`src/rtl/truth_table_sweeper.sv`:
```
// ----------------------------------------------------------------------------
// truth_table_sweeper
//
// Purpose:
//    Characterises a combinational N_IN-input, 1-output block. Drives every
//    input combination in ascending order, holds each one for SETTLE cycles,
//    samples the block's response on the edge closing the last held cycle,
//    and assembles the full truth table (tt[k] = response to drv == k).
//
// Parameters:
//    N_IN    number of inputs driven on the block under test (1..8)
//    SETTLE  cycles each vector is held before sampling (>= 1)
//    TT_W    derived truth-table width, 2**N_IN (not overridden)
//
// Ports:
//    clk       in   rising-edge clock
//    rst       in   asynchronous, active-high reset
//    start     in   begin a sweep (accepted only when idle, abort low)
//    abort     in   cancel a sweep in progress
//    drv       out  vector driven on the block; drv[N_IN-1] is the first input
//    resp      in   output of the block under test
//    busy      out  sweep in progress
//    done      out  one-cycle pulse when the table is complete
//    tt        out  captured truth table
//    tt_valid  out  tt holds a complete sweep
//
// Optional feature (macro TT_COMPARE_EN):
//    expected  in   reference truth table
//    match     out  captured table equals expected (set on completion,
//                   cleared by an accepted start or by abort)
// ----------------------------------------------------------------------------
module truth_table_sweeper #(
   parameter  int N_IN   = 4,
   parameter  int SETTLE = 2,
   localparam int TT_W   = 2 ** N_IN
) (
   input  logic            clk,
   input  logic            rst,
   input  logic            start,
   input  logic            abort,
   output logic [N_IN-1:0] drv,
   input  logic            resp,
   output logic            busy,
   output logic            done,
   output logic [TT_W-1:0] tt,
   output logic            tt_valid
`ifdef TT_COMPARE_EN
   ,
   input  logic [TT_W-1:0] expected,
   output logic            match
`endif
);

   localparam int CNT_W = (SETTLE > 1) ? $clog2(SETTLE) : 1;

   localparam logic [N_IN-1:0]  IDX_LAST = N_IN'(TT_W - 1);
   localparam logic [CNT_W-1:0] CNT_LAST = CNT_W'(SETTLE - 1);

   typedef enum logic [1:0] {
      S_IDLE  = 2'd0,
      S_DRIVE = 2'd1,
      S_DONE  = 2'd2
   } state_e;

   state_e            state_q, state_d;
   logic [N_IN-1:0]   idx_q,   idx_d;
   logic [CNT_W-1:0]  cnt_q,   cnt_d;
   logic [TT_W-1:0]   tt_q,    tt_d;
   logic              tt_valid_q, tt_valid_d;
`ifdef TT_COMPARE_EN
   logic              match_q, match_d;
`endif

   // NOTE: state registers use non-blocking assignments so every flop samples
   // the pre-edge value of every other flop; blocking here would create
   // order-dependent simulation and mismatch synthesis.
   always_ff @(posedge clk or posedge rst) begin
      if (rst) begin
         state_q    <= S_IDLE;
         idx_q      <= '0;
         cnt_q      <= '0;
         tt_q       <= '0;
         tt_valid_q <= 1'b0;
`ifdef TT_COMPARE_EN
         match_q    <= 1'b0;
`endif
      end else begin
         state_q    <= state_d;
         idx_q      <= idx_d;
         cnt_q      <= cnt_d;
         tt_q       <= tt_d;
         tt_valid_q <= tt_valid_d;
`ifdef TT_COMPARE_EN
         match_q    <= match_d;
`endif
      end
   end

   // NOTE: every next-state variable is given its hold value before the case
   // statement, so no path leaves one unassigned and no latch is inferred.
   always_comb begin
      state_d    = state_q;
      idx_d      = idx_q;
      cnt_d      = cnt_q;
      tt_d       = tt_q;
      tt_valid_d = tt_valid_q;
`ifdef TT_COMPARE_EN
      match_d    = match_q;
`endif

      unique case (state_q)
         S_IDLE: begin
            // abort has priority over start when both are high
            if (start && !abort) begin
               state_d    = S_DRIVE;
               idx_d      = '0;
               cnt_d      = '0;
               tt_d       = '0;
               tt_valid_d = 1'b0;
`ifdef TT_COMPARE_EN
               match_d    = 1'b0;
`endif
            end
         end

         S_DRIVE: begin
            if (abort) begin
               // partial bits stay in tt but are flagged invalid
               state_d    = S_IDLE;
               idx_d      = '0;
               cnt_d      = '0;
               tt_valid_d = 1'b0;
`ifdef TT_COMPARE_EN
               match_d    = 1'b0;
`endif
            end else if (cnt_q != CNT_LAST) begin
               cnt_d = cnt_q + 1'b1;
            end else begin
               // last held cycle of this vector: capture the response
               tt_d[idx_q] = resp;
               cnt_d       = '0;
               if (idx_q == IDX_LAST) begin
                  state_d    = S_DONE;
                  idx_d      = '0;
                  tt_valid_d = 1'b1;
`ifdef TT_COMPARE_EN
                  // compare against the table including the bit just sampled
                  match_d    = (tt_d == expected);
`endif
               end else begin
                  idx_d = idx_q + 1'b1;
               end
            end
         end

         S_DONE: begin
            state_d = S_IDLE;
         end

         default: begin
            state_d = S_IDLE;
         end
      endcase
   end

   // Outputs decode directly from registered state, so an asynchronous reset
   // clears them immediately.
   assign drv      = (state_q == S_DRIVE) ? idx_q : '0;
   assign busy     = (state_q == S_DRIVE);
   assign done     = (state_q == S_DONE);
   assign tt       = tt_q;
   assign tt_valid = tt_valid_q;
`ifdef TT_COMPARE_EN
   assign match    = match_q;
`endif

endmodule

```
`config.mk`:
```
export PLATFORM = sky130hd
export DESIGN_NAME = truth_table_sweeper
export DESIGN_NICKNAME = d
export VERILOG_FILES = /design/src/rtl/truth_table_sweeper.sv
export SDC_FILE = /design/constraint.sdc
export NUM_CORES = 1
export LEC_CHECK = 0
export ABC_AREA = 1
export BUFFER_PORTS_ARGS = -buffer_cell sky130_fd_sc_hd__buf_2
export CORE_ASPECT_RATIO = 0.9
export CORE_UTILIZATION = 39
export DETAILED_ROUTE_END_ITERATION = 8
export GPL_TIMING_DRIVEN = 0
export SLEW_MARGIN = 15
export SYNTH_ARGS = -nofsm -noshare
export SYNTH_HDL_FRONTEND = slang
export SYNTH_SLANG_ARGS = --single-unit
```
`constraint.sdc`:
```
create_clock -name clk -period 2.7 [get_ports clk]
set_input_delay 0.135 -clock clk [delete_from_list [all_inputs] [get_ports clk]]
set_output_delay 0.135 -clock clk [all_outputs]
set_load 0.01 [all_outputs]
```
# ---- Word-level counts from Yosys, hierarchy flattened
# Cells that the tools add are included.
dict set report classes {
  multipliers 0
  order_cmp 2
  bitwise_logic 0
  shifts 0
  muxes 26
  n_addsub 2
  div_mod_pow 0
  n_eq_ne 8
  reduce_logical 10
}
# cell n
set op_table {}
lappend op_table {{2-to-1 mux 16 bit} 3}
lappend op_table {{one-hot mux 16 bit (2 select lines)} 1}
lappend op_table {{2-to-1 mux 4 bit} 5}
lappend op_table {{bitwise mux 16 bit} 1}
lappend op_table {{2-to-1 mux 2 bit} 4}
lappend op_table {{one-hot mux 4 bit (2 select lines)} 1}
lappend op_table {{AND reduction 4 bit} 2}
lappend op_table {{2-to-1 mux 1 bit} 7}
lappend op_table {{!= test 3 x 2 -> 1 bit, second input constant} 2}
lappend op_table {{AND reduction 3 bit} 2}
lappend op_table {{< comparator 4 x 5 -> 1 bit, second input constant} 1}
lappend op_table {{adder 4 x 1 -> 4 bit, second input constant} 1}
lappend op_table {{demux 1 bit (select 4 bit)} 1}
lappend op_table {{equality test 4 bit, second input constant} 1}
lappend op_table {{greater-or-equal comparator 4 x 1 -> 1 bit, second input constant} 1}
lappend op_table {{!= test 2 bit, second input constant} 2}
lappend op_table {{one-hot mux 1 bit (2 select lines)} 2}
lappend op_table {{one-hot mux 2 bit (2 select lines)} 1}
lappend op_table {{equality test 2 x 1 -> 1 bit, second input constant} 1}
lappend op_table {{equality test 2 bit, second input constant} 1}
lappend op_table {{logical AND 1 bit} 2}
lappend op_table {{logical NOT 2 bit} 1}
lappend op_table {{!= test 2 x 1 -> 1 bit, second input constant} 1}
lappend op_table {{AND reduction 2 bit} 1}
lappend op_table {{other kinds (3)} 3}
dict set report totals {
  elab_cells 53
  mem_bits_ro 0
  ff_bits 24
  memories 0
  inputBits 5
  mem_bits_rw 0
  latch_bits 0
  output_inout_bits 23
}

# ---- Depth between registers and ports, before layout
# Gate-level depths: netlist of run 1.
dict set report depth {
  depth_word 8
  mapped_depth 7
  depth_no_buf 7
}

# ---- Worst setup path after synthesis of run 1
# Ideal clock, no wire load.
dict set report synth_path {
  kind {reg2reg}
  startpoint {reg idx_q[0]}
  endpoint {reg tt_valid_q (netlist: tt_valid)}
  setup_time_ns 0.066
  slack_ns 1.491
  n_path_buf 0
  arrival_ns 1.143
  period_less_slack_ns 1.209
  path_stages_with_launch 6
  cell_sequence {dfrtp_1 -> ha_1 -> nand3_1 -> o21ai_1 -> nand3_1 -> nand2_1}
}
dict set report synth_between {
  elab_chain_len 3
}
# item line_no
set synth_lines {}
lappend synth_lines {{from (decl)} 66} ;# logic [N_IN-1:0] idx_q, idx_d;
lappend synth_lines {{from (signal assigned)} 89} ;# idx_q <= idx_d;
lappend synth_lines {{equality test 4 bit} 142} ;# if (idx_q == IDX_LAST) begin
lappend synth_lines {{!= test 3 x 2 -> 1 bit (no source line)} n/a}
lappend synth_lines {{AND reduction 4 bit (no source line)} n/a}
lappend synth_lines {{to (signal assigned)} 92} ;# tt_valid_q <= tt_valid_d;
lappend synth_lines {{to (decl)} 69} ;# logic tt_valid_q, tt_valid_d;
# No other way between the ends.
# A chain may end at the register's enable or synchronous reset.

# ---- Worst setup path after layout of run 1
dict set report layout_path {
  startpoint {reg idx_q[1]}
  endpoint {reg tt_valid_q (netlist: tt_valid)}
}
# Same word-level chain as after synthesis.

==> summary.txt, run 1 <==
Outcome
  • Status: complete, no violations

Critical path
  • Setup crit end kind: flop
  • Critical Path AT: 1710 ps
  • Setup CP Type: flop to flop
  • Crit start category: flop
  • Data required time of the worst path: 2910 ps
  • CP Max Fanout: 6

Timing
  • Final cycle utilization of the critical path: 55.4%
  • Top achievable clock speed: 669 MHz
  • RSZ-0062 raised after global routing: false
  • Worst hold slack: 53.3 ps
  • Fin. max-slew vios: 0
  • Max-slew headroom: 39.4%
  • Worst-margin pin slew: 908 ps
  • Skew final: 3.30 ps
  • Post-layout min period: 1490 ps
  • Final setup TNS: 0 ps
  • Setup Viol. Count Final: 0
  • Final Hold Vio Count: 0

Synth
  • YS warnings: 0
  • Register area share after synthesis: 42.1%
  • Synth Area in Adders: 3.51%
  • Post-synthesis mux area share: 0%
  • Simple-Gate Fraction of Synth Area: 39.4%
  • Synth Area in XOR/XNOR: 0%
  • Syn Area/Cell: 7.07 um2
  • Largest family of logic cells by synthesized area: simple AND/OR/NAND/NOR gates
  • Synth cell types: 19
  • Syn nets: 211
  • Compound-Gate Fraction of Synth Area: 3.77%
  • Synth Instances: 202
  • Cell area after synthesis: 1430 um2
  • Synthesis-stage register bit count: 24

Power
  • Cell Pwr Density: 513 nW/um2
  • Seq pwr share: 46.1%
  • Net Sw Frac: 32.2%
  • Internal Power: 0.581 mW
  • Gate power share: 24.9%
  • Clock Power Share: 29.0%
  • Leakage: 1.05 nW
  • Switching Power: 0.276 mW
  • Worst vdd ir: 291 uV

Layout
  • Flip-flop and latch area: 601 um2
  • Synthesis-to-layout area growth: 17.2%
  • Diode count: 0
  • Share of cells above drive strength 1: 21.9%
  • Nets: 243
  • Area of the multi-input gates: 667 um2
  • Fillers: 365

Clocking
  • Cts repair resizes: 0
  • Hold buffer count at CTS: 0
  • CTS tree: done
  • Clock buffer depth: 2
  • Post-CTS Setup Inserts: 0
  • CTS buffer count: 3
  • CTS Sinks: 24
  • CTS Root Cell: clkbuf_8
  • Worst-path clk slew: 90 ps
  • Clk Latency, worst-skew pair: 270 ps
  • CTS H-tree lvls: 1

Route
  • Wire length per cell: 11.1 um
  • DR iter-0 viols: 91
  • ANT nets after route: 0
  • DR DRC count: 0
  • DR vias: 1276
  • Pre-Repair DR Iteration Count: 4
  • Final WL: 3060 um
  • Average vias per placed instance: 4.61

Worst hold path
  • Worst Hold Class: primary input to asynchronous set/reset pin

Global routing
  • GRT Util Overall: 18.6%
  • GR Overflow Total: 0
  • Initial antenna violation count: 0
  • Largest net degree at the start of global routing: 25
  • Global-route wire length before repair: 5460 um
  • Vias in the first global route: 1241

Die
  • Row count: 20
  • Die area: 3910 um2
  • Die Width: 65.8 um
  • Core Region: 3430 um2
  • Initial Utilization: 41.6%
  • Die height: 59.4 um
  • Top-Level Pins: 28

Placed design
  • GPL Wtd Cong: 0.804
  • Post-DP HPWL: 2250 um
  • Port bufs: 27

Job
  • Max-cap violations: 0
==> worst max-delay path: stages, from the launching register on <==
cell	delay, ps
dfrtp_1	450
ha_1	310
nand3_1	260
o21ai_1	220
nand3_1	110
nand2_1	90
==> layout by cell type, fill, tap and decap left out, types with 2 or more instances in the layout <==
cell type and count:
inv_2 7, nand4_1 4, nand3_1 33, o21ai_1 4, ha_1 4, buf_2 32
o21ai_0 2, buf_6 2, dfrtp_1 24, inv_1 21, nand2_1 81, nor2_1 8
clkbuf_8 4
==> flip-flops by register name, indices dropped and copies added (netlist names) <==
register	cells
tt	16
idx_q	4
state_q	2
cnt_q	1
tt_valid	1
==> kinds of logic (layout without fill, tap and decap cells) <==
group           after synthesis  after routing
buf+inv                      36             67
fa+ha+maj                     4              4
flops                        24             24
simple gates                130            130
compound gates                8              8
==> power groups by stage <==
stage	Clock, mW	Sequential (mW)	Combinational, mW
final	0.248	0.395	0.214
after global placement	0	0.402	0.213
after detailed placement	0	0.403	0.215
after CTS	0.258	0.395	0.218
after global routing	0.276	0.398	0.248
after floorplan	0	0.401	0.160
==> through the flow <==
stage | util, % | area [um2] | instances | power, mW | worst slack, ps
after floorplan | - | 1430 | 202 | 0.561 | 1490
after global placement | 47.2 | 1620 | 273 | 0.615 | 1240
after detailed placement | 47.2 | 1620 | 273 | 0.618 | 1250
after CTS | 48.8 | 1670 | 277 | 0.871 | 1220
after global routing | 48.8 | 1670 | 277 | 0.921 | 1060
final | 48.8 | 1670 | 277 | 0.858 | 1210
==> worst paths after layout <==
kind	from	to	slack, ps	cells after the start
setup reg to reg	idx_q[1]	tt_valid	1210	5
max in group asynchronous	rst	tt[12]	2090	2
hold reg to reg	tt[10]	tt[10]	470	2
setup / recovery	idx_q[1]	tt_valid	1210	5
min in group clk	start	state_q[0]	140	3
hold / removal	rst	tt[2]	50	2
==> layout make-up <==
| cell class | count | area share [%] |
|---|---|---|
| plain buffers | 8 | 3.29 |
| repair buffers | 27 | 8.08 |
| multi-input cells | 142 | 39.9 |
| well taps | 44 | 3.29 |
| inverters | 28 | 6.28 |
| clock buffers | 4 | 3.29 |
| flip-flops and latches | 24 | 35.9 |
==> metal layers <==
metal | up-vias | wire, um | part of all wire, % | track usage (%)
met3 | 2 | 116 | 3.8 | 4.62
met1 | 566 | 1550 | 50 | 24.0
met5 | - | 0 | 0 | 0
li1 | 687 | - | - | -
met2 | 21 | 1380 | 45 | 31.6
met4 | 0 | 17 | 0.56 | 3.73
==> Yosys cell counts <==
| cell type | instances | area (um2) |
|---|---|---|
| buf_6 | 2 | 22.5 |
| o21ai_0 | 2 | 10.0 |
| dfrtp_1 | 24 | 601 |
| nand2_2 | 1 | 6.26 |
| buf_2 | 5 | 25.0 |
| ha_1 | 4 | 50.1 |
| nand4_1 | 4 | 25.0 |
| nor2_1 | 8 | 30.0 |
| nand3_2 | 1 | 10.0 |
| inv_2 | 7 | 26.3 |
| nand2_4 | 1 | 11.3 |
| buf_4 | 1 | 7.51 |
| o21ai_1 | 4 | 20.0 |
| nor2_4 | 1 | 11.3 |
| o21ai_4 | 1 | 16.3 |
| nand2_1 | 81 | 304 |
| inv_1 | 21 | 78.8 |
| nand3_1 | 33 | 165 |
| o21a_1 | 1 | 7.51 |
(Power assumes the default switching activity.)
==> run 2: changes to the inputs <==
clock period = 1.5 ns   (was 2.7 ns; I/O delays follow)
==> summary.txt, run 2 (same netlist as run 1, synthesis figures left out) <==
Critical path
  • Setup CP Type: flop to output pin
  • Critical Path AT: 1290 ps (-420 ps)
  • Setup crit end kind: output pin
  • CP peak stage delay: 430 ps (-20 ps)
  • Crit path max-delay family: flip-flops
  • CP Max Fanout: 10 (+4)
  • Crit start category: flop
  • Worst path bufs/invs: 2 (+2)
  • Worst path slowest cell: dfrtp_1
  • Worst-path cell chain: nor2_4 -> clkbuf_4 -> buf_2
  • Data required time of the worst path: 1420 ps (-1490 ps)

Route
  • Average vias per placed instance: 4.64 (+0.71%)
  • DR vias: 1285 (+0.71%)
  • ANT nets after route: 0 (unchanged)
  • DR iter-0 viols: 91 (unchanged)
  • Pre-Repair DR Iteration Count: 4 (unchanged)
  • Wire length per cell: 11.1 um (about the same)
  • DR DRC count: 0 (unchanged)
  • Final WL: 3060 um (about the same)

Timing
  • Post-layout min period: 1360 ps
  • Top achievable clock speed: 734 MHz
  • Worst-margin pin slew: 906 ps (-2.17 ps)
  • Setup Viol. Count Final: 0 (unchanged)
  • Fin. max-slew vios: 0 (unchanged)
  • Final setup TNS: 0 ps (unchanged)
  • Skew final: 3.89 ps (+0.594 ps)
  • Final Hold Vio Count: 24 (+24)
  • Max-slew headroom: 39.6% (+0.14 points)
  • Final cycle utilization of the critical path: 90.8%
  • Worst hold slack: -8.06 ps (-61.4 ps)
  • RSZ-0062 raised after global routing: false

Clocking
  • CTS Sinks: 24 (unchanged)
  • Hold buffer count at CTS: 0 (unchanged)
  • CTS tree: done
  • Post-CTS Setup Inserts: 0 (unchanged)
  • Worst-path clk slew: 90 ps (about the same)
  • CTS buffer count: 3 (unchanged)
  • Clock buffer depth: 2 (unchanged)
  • Clk Latency, worst-skew pair: 270 ps (about the same)
  • CTS H-tree lvls: 1 (unchanged)
  • Cts repair resizes: 0 (unchanged)
  • CTS Root Cell: clkbuf_8

Layout
  • Fin cells: 277 (unchanged)
  • Commonest cells after routing, fill and taps aside: nand2_1, nand3_1, buf_2
  • Final instance area: 1680 um2 (+0.60%)
  • Synthesis-to-layout area growth: 17.9%
  • Commonest non-fill, non-tap cell in the layout: nand2_1
  • Nets: 243 (unchanged)
  • Share of cells above drive strength 1: 22.7% (+0.86 points)
  • Diode count: 0 (unchanged)
  • Post-layout util: 49.1% (+0.29 points)
  • Max reg flops: 16 (unchanged)

Placed design
  • DP Cell Count: 273 (unchanged)
  • Port bufs: 27 (unchanged)
  • DP Area: 1620 um2 (unchanged)
  • Post-DP HPWL: 2250 um (unchanged)
  • GPL Wtd Cong: 0.804 (unchanged)

Global routing
  • Global-route wire length before repair: 5460 um (unchanged)
  • Largest net degree at the start of global routing: 25 (unchanged)
  • Vias in the first global route: 1241 (unchanged)
  • GRT Util Overall: 18.6% (unchanged)
  • Initial antenna violation count: 0 (unchanged)
  • GR Overflow Total: 0 (unchanged)

Die
  • Die Width: 65.8 um (unchanged)
  • Top-Level Pins: 28 (unchanged)
  • Initial Utilization: 41.6% (unchanged)
  • Die area: 3910 um2 (unchanged)
  • Core Region: 3430 um2 (unchanged)
  • Row count: 20 (unchanged)
  • Die height: 59.4 um (unchanged)

Power
  • Leakage: 1.05 nW (-0.27%)
  • Worst vdd ir: 524 uV (+80%)
  • Cell Pwr Density: 919 nW/um2 (+79%)

Job
  • Max-cap violations: 0 (unchanged)

Worst hold path
  • Worst Hold Class: primary input to asynchronous set/reset pin

Outcome
  • Status: finished, violations left
  • Failing checks: negative hold slack
-- run 2: metrics by stage --
step,power [mW],worst slack (ps),hold WS [ps]
final,1.55,137,-8.06
after global routing,1.66,17.8,76.0
after CTS,1.57,23.5,38.1
after floorplan,1.01,291,89.6
after detailed placement,1.11,50.4,335
after global placement,1.11,37.6,339
-- run 2: layout make-up --
class	count	area [um2]
clock buffers	4	55.1
multi-input cells	142	674
fillers	366	1750
well taps	44	55.1
plain buffers	8	57.6
repair buffers	27	135
inverters	28	105
flip-flops and latches	24	601
-- run 2: metal layers --
| metal | global-route usage (%) | routed length, um | vias to the layer above |
|---|---|---|---|
| met4 | 3.73 | 17 | 0 |
| met1 | 24.0 | 1530 | 576 |
| met5 | 0 | 0 | - |
| li1 | - | - | 686 |
| met2 | 31.6 | 1400 | 21 |
| met3 | 4.62 | 114 | 2 |
-- run 2: final timing paths --
check	startpoint	endpoint	slack, ps	cells after the start
max	state_q[1]	busy	140	3
min	rst	tt[2]	-8	2
max reg2reg	idx_q[0]	tt[12]	160	7
min reg2reg	tt[11]	tt[11]	470	2
max in group asynchronous	rst	tt[12]	960	2
min in group clk	start	state_q[0]	90	3
-- run 2: report_power, final --
group          switching [mW]  total, mW  internal, mW
Combinational           0.249      0.387         0.137
Clock                   0.213      0.448         0.235
Sequential             0.0354      0.711         0.676
==> run 3: changes to the inputs <==
--- a/config.mk
+++ b/config.mk
@@ -12,5 +12,4 @@
 export DETAILED_ROUTE_END_ITERATION = 8
 export GPL_TIMING_DRIVEN = 0
-export SLEW_MARGIN = 15
 export SYNTH_ARGS = -nofsm -noshare
 export SYNTH_HDL_FRONTEND = slang
==> constraint.sdc (replaced) <==
create_clock -name clk -period 1.5 [get_ports clk]
set_input_delay 0.075 -clock clk [delete_from_list [all_inputs] [get_ports clk]]
set_output_delay 0.075 -clock clk [all_outputs]
set_load 0.005 [all_outputs]
==> summary.txt, run 3 (same netlist as run 1, synthesis figures left out) <==
Outcome
  • Status: finished, violations left
  • Failing checks: negative hold slack

Timing
  • Final Hold Vio Count: 24 (unchanged)
  • Worst hold slack: -8.06 ps (unchanged)
  • Worst-margin pin slew: 906 ps (unchanged)
  • RSZ-0062 raised after global routing: false
  • Final setup TNS: 0 ps (unchanged)
  • Skew final: 3.89 ps (unchanged)
  • Setup Viol. Count Final: 0 (unchanged)
  • Post-layout min period: 1370 ps (+12.3 ps)
  • Final cycle utilization of the critical path: 91.7% (+0.82 points)
  • Max-slew headroom: 39.6% (unchanged)
  • Fin. max-slew vios: 0 (unchanged)
  • Top achievable clock speed: 727 MHz (-0.89%)

Route
  • DR iter-0 viols: 90 (-1.1%)
  • Wire length per cell: 11.1 um (unchanged)
  • DR DRC count: 0 (unchanged)
  • Pre-Repair DR Iteration Count: 4 (unchanged)
  • ANT nets after route: 0 (unchanged)
  • Average vias per placed instance: 4.64 (unchanged)
  • DR vias: 1285 (unchanged)
  • Final WL: 3060 um (unchanged)

Critical path
  • Setup crit end kind: output pin
  • Crit start category: flop
  • Worst path slowest cell: dfrtp_1
  • Origin of the critical flop-to-flop path: idx_q[0]
  • CP most frequent cell: buf_2
  • CP Max Fanout: 10 (unchanged)
  • Critical Path AT: 1300 ps (about the same)
  • Worst-path cell chain: nor2_4 -> buf_2 -> buf_2
  • Data required time of the worst path: 1420 ps (about the same)
  • Crit path from: state_q[1]
  • CP peak stage delay: 430 ps (about the same)
  • Setup CP Type: flop to output pin

Layout
  • Fin cells: 277 (unchanged)
  • Commonest cells after routing, fill and taps aside: nand2_1, nand3_1, buf_2
  • Fillers: 365 (-0.27%)
  • Nets: 243 (unchanged)
  • Max reg flops: 16 (unchanged)
  • Synthesis-to-layout area growth: 17.7%
  • Commonest non-fill, non-tap cell in the layout: nand2_1
  • Diode count: 0 (unchanged)
  • Share of cells above drive strength 1: 22.7% (unchanged)

Clocking
  • CTS tree: done
  • CTS H-tree lvls: 1 (unchanged)
  • Hold buffer count at CTS: 0 (unchanged)
  • Clock buffer depth: 2 (unchanged)
  • Post-CTS Setup Inserts: 0 (unchanged)
  • CTS Root Cell: clkbuf_8
  • CTS Sinks: 24 (unchanged)
  • Worst-path clk slew: 90 ps (about the same)
  • Clk Latency, worst-skew pair: 270 ps (about the same)
  • CTS buffer count: 3 (unchanged)

Global routing
  • Largest net degree at the start of global routing: 25 (unchanged)
  • GRT Util Overall: 18.6% (unchanged)
  • Vias in the first global route: 1241 (unchanged)
  • Global-route wire length before repair: 5460 um (unchanged)
  • GR Overflow Total: 0 (unchanged)
  • Initial antenna violation count: 0 (unchanged)

Placed design
  • Port bufs: 27 (unchanged)
  • Post-DP HPWL: 2250 um (unchanged)
  • GPL Wtd Cong: 0.804 (unchanged)
  • DP Cell Count: 273 (unchanged)

Die
  • Die Width: 65.8 um (unchanged)
  • Die area: 3910 um2 (unchanged)
  • Core Region: 3430 um2 (unchanged)
  • Initial Utilization: 41.6% (unchanged)
  • Top-Level Pins: 28 (unchanged)
  • Die height: 59.4 um (unchanged)
  • Row count: 20 (unchanged)

Power
  • Cell Pwr Density: 914 nW/um2 (-0.48%)
  • Worst vdd ir: 523 uV (-0.17%)
  • Leakage: 1.05 nW (about the same)

Worst hold path
  • Worst Hold Class: primary input to asynchronous set/reset pin

Job
  • Max-cap violations: 0 (unchanged)
[run 3: cell count changes in the layout (fill, tap and decap cells not counted)]
cell and change:
buf_2 +1, clkbuf_4 -1
[run 3: power breakdown]
group | internal (mW) | switching, mW | total (mW)
Combinational | 0.135 | 0.242 | 0.377
Sequential | 0.676 | 0.0354 | 0.711
Clock | 0.235 | 0.213 | 0.448
[run 3: stage by stage]
stage	util [%]	worst slack (ps)	power, mW	area, um2
after detailed placement	47.2	50.4	1.10	1620
after CTS	48.8	23.5	1.56	1670
after floorplan	-	291	1.00	1430
after global placement	47.2	37.6	1.10	1620
final	49.0	125	1.54	1680
after global routing	49.0	17.5	1.65	1680
[run 3: layout make-up]
type / instances / area, um2 / share of cell area (%)
Multi-Input combinational cell: 142 / 674 / 40.1
Buffer: 8 / 55.1 / 3.28
Sequential cell: 24 / 601 / 35.7
Clock buffer: 4 / 55.1 / 3.28
Tap cell: 44 / 55.1 / 3.28
Inverter: 28 / 105 / 6.25
Timing Repair Buffer: 27 / 135 / 8.04
[run 3: timing repair]
action | CTS | global route
endpoints found under the hold margin | 0 | 0
resized for setup | 0 | 2
setup endpoints to repair | 0 | 4
[run 3: path summary, 6_finish.rpt]
kind / end / slack (ps) / depth (start not counted)
worst max-delay path: busy / 130 / 3
worst min-delay path: tt[2] / -8 / 2
worst max register to register: tt[12] / 160 / 7
worst min register to register: tt[11] / 470 / 2
max in group asynchronous: tt[12] / 960 / 2
min in group clk: state_q[0] / 90 / 3
[run 3: layer usage]
metal	part of all wire, %	global-route usage, %	wire (um)
met1	50	24.0	1530
met2	46	31.6	1400
met3	3.7	4.62	114
met4	0.55	3.73	17
met5	0	0	0
[run 3: worst max-delay path, delay by kind of cell, from the launching register on]
| family | cells | cell delay [ps] |
|---|---|---|
| buffers and inverters | 2 | 400 |
| flip-flops | 1 | 430 |
| AND/OR/NAND/NOR | 1 | 200 |
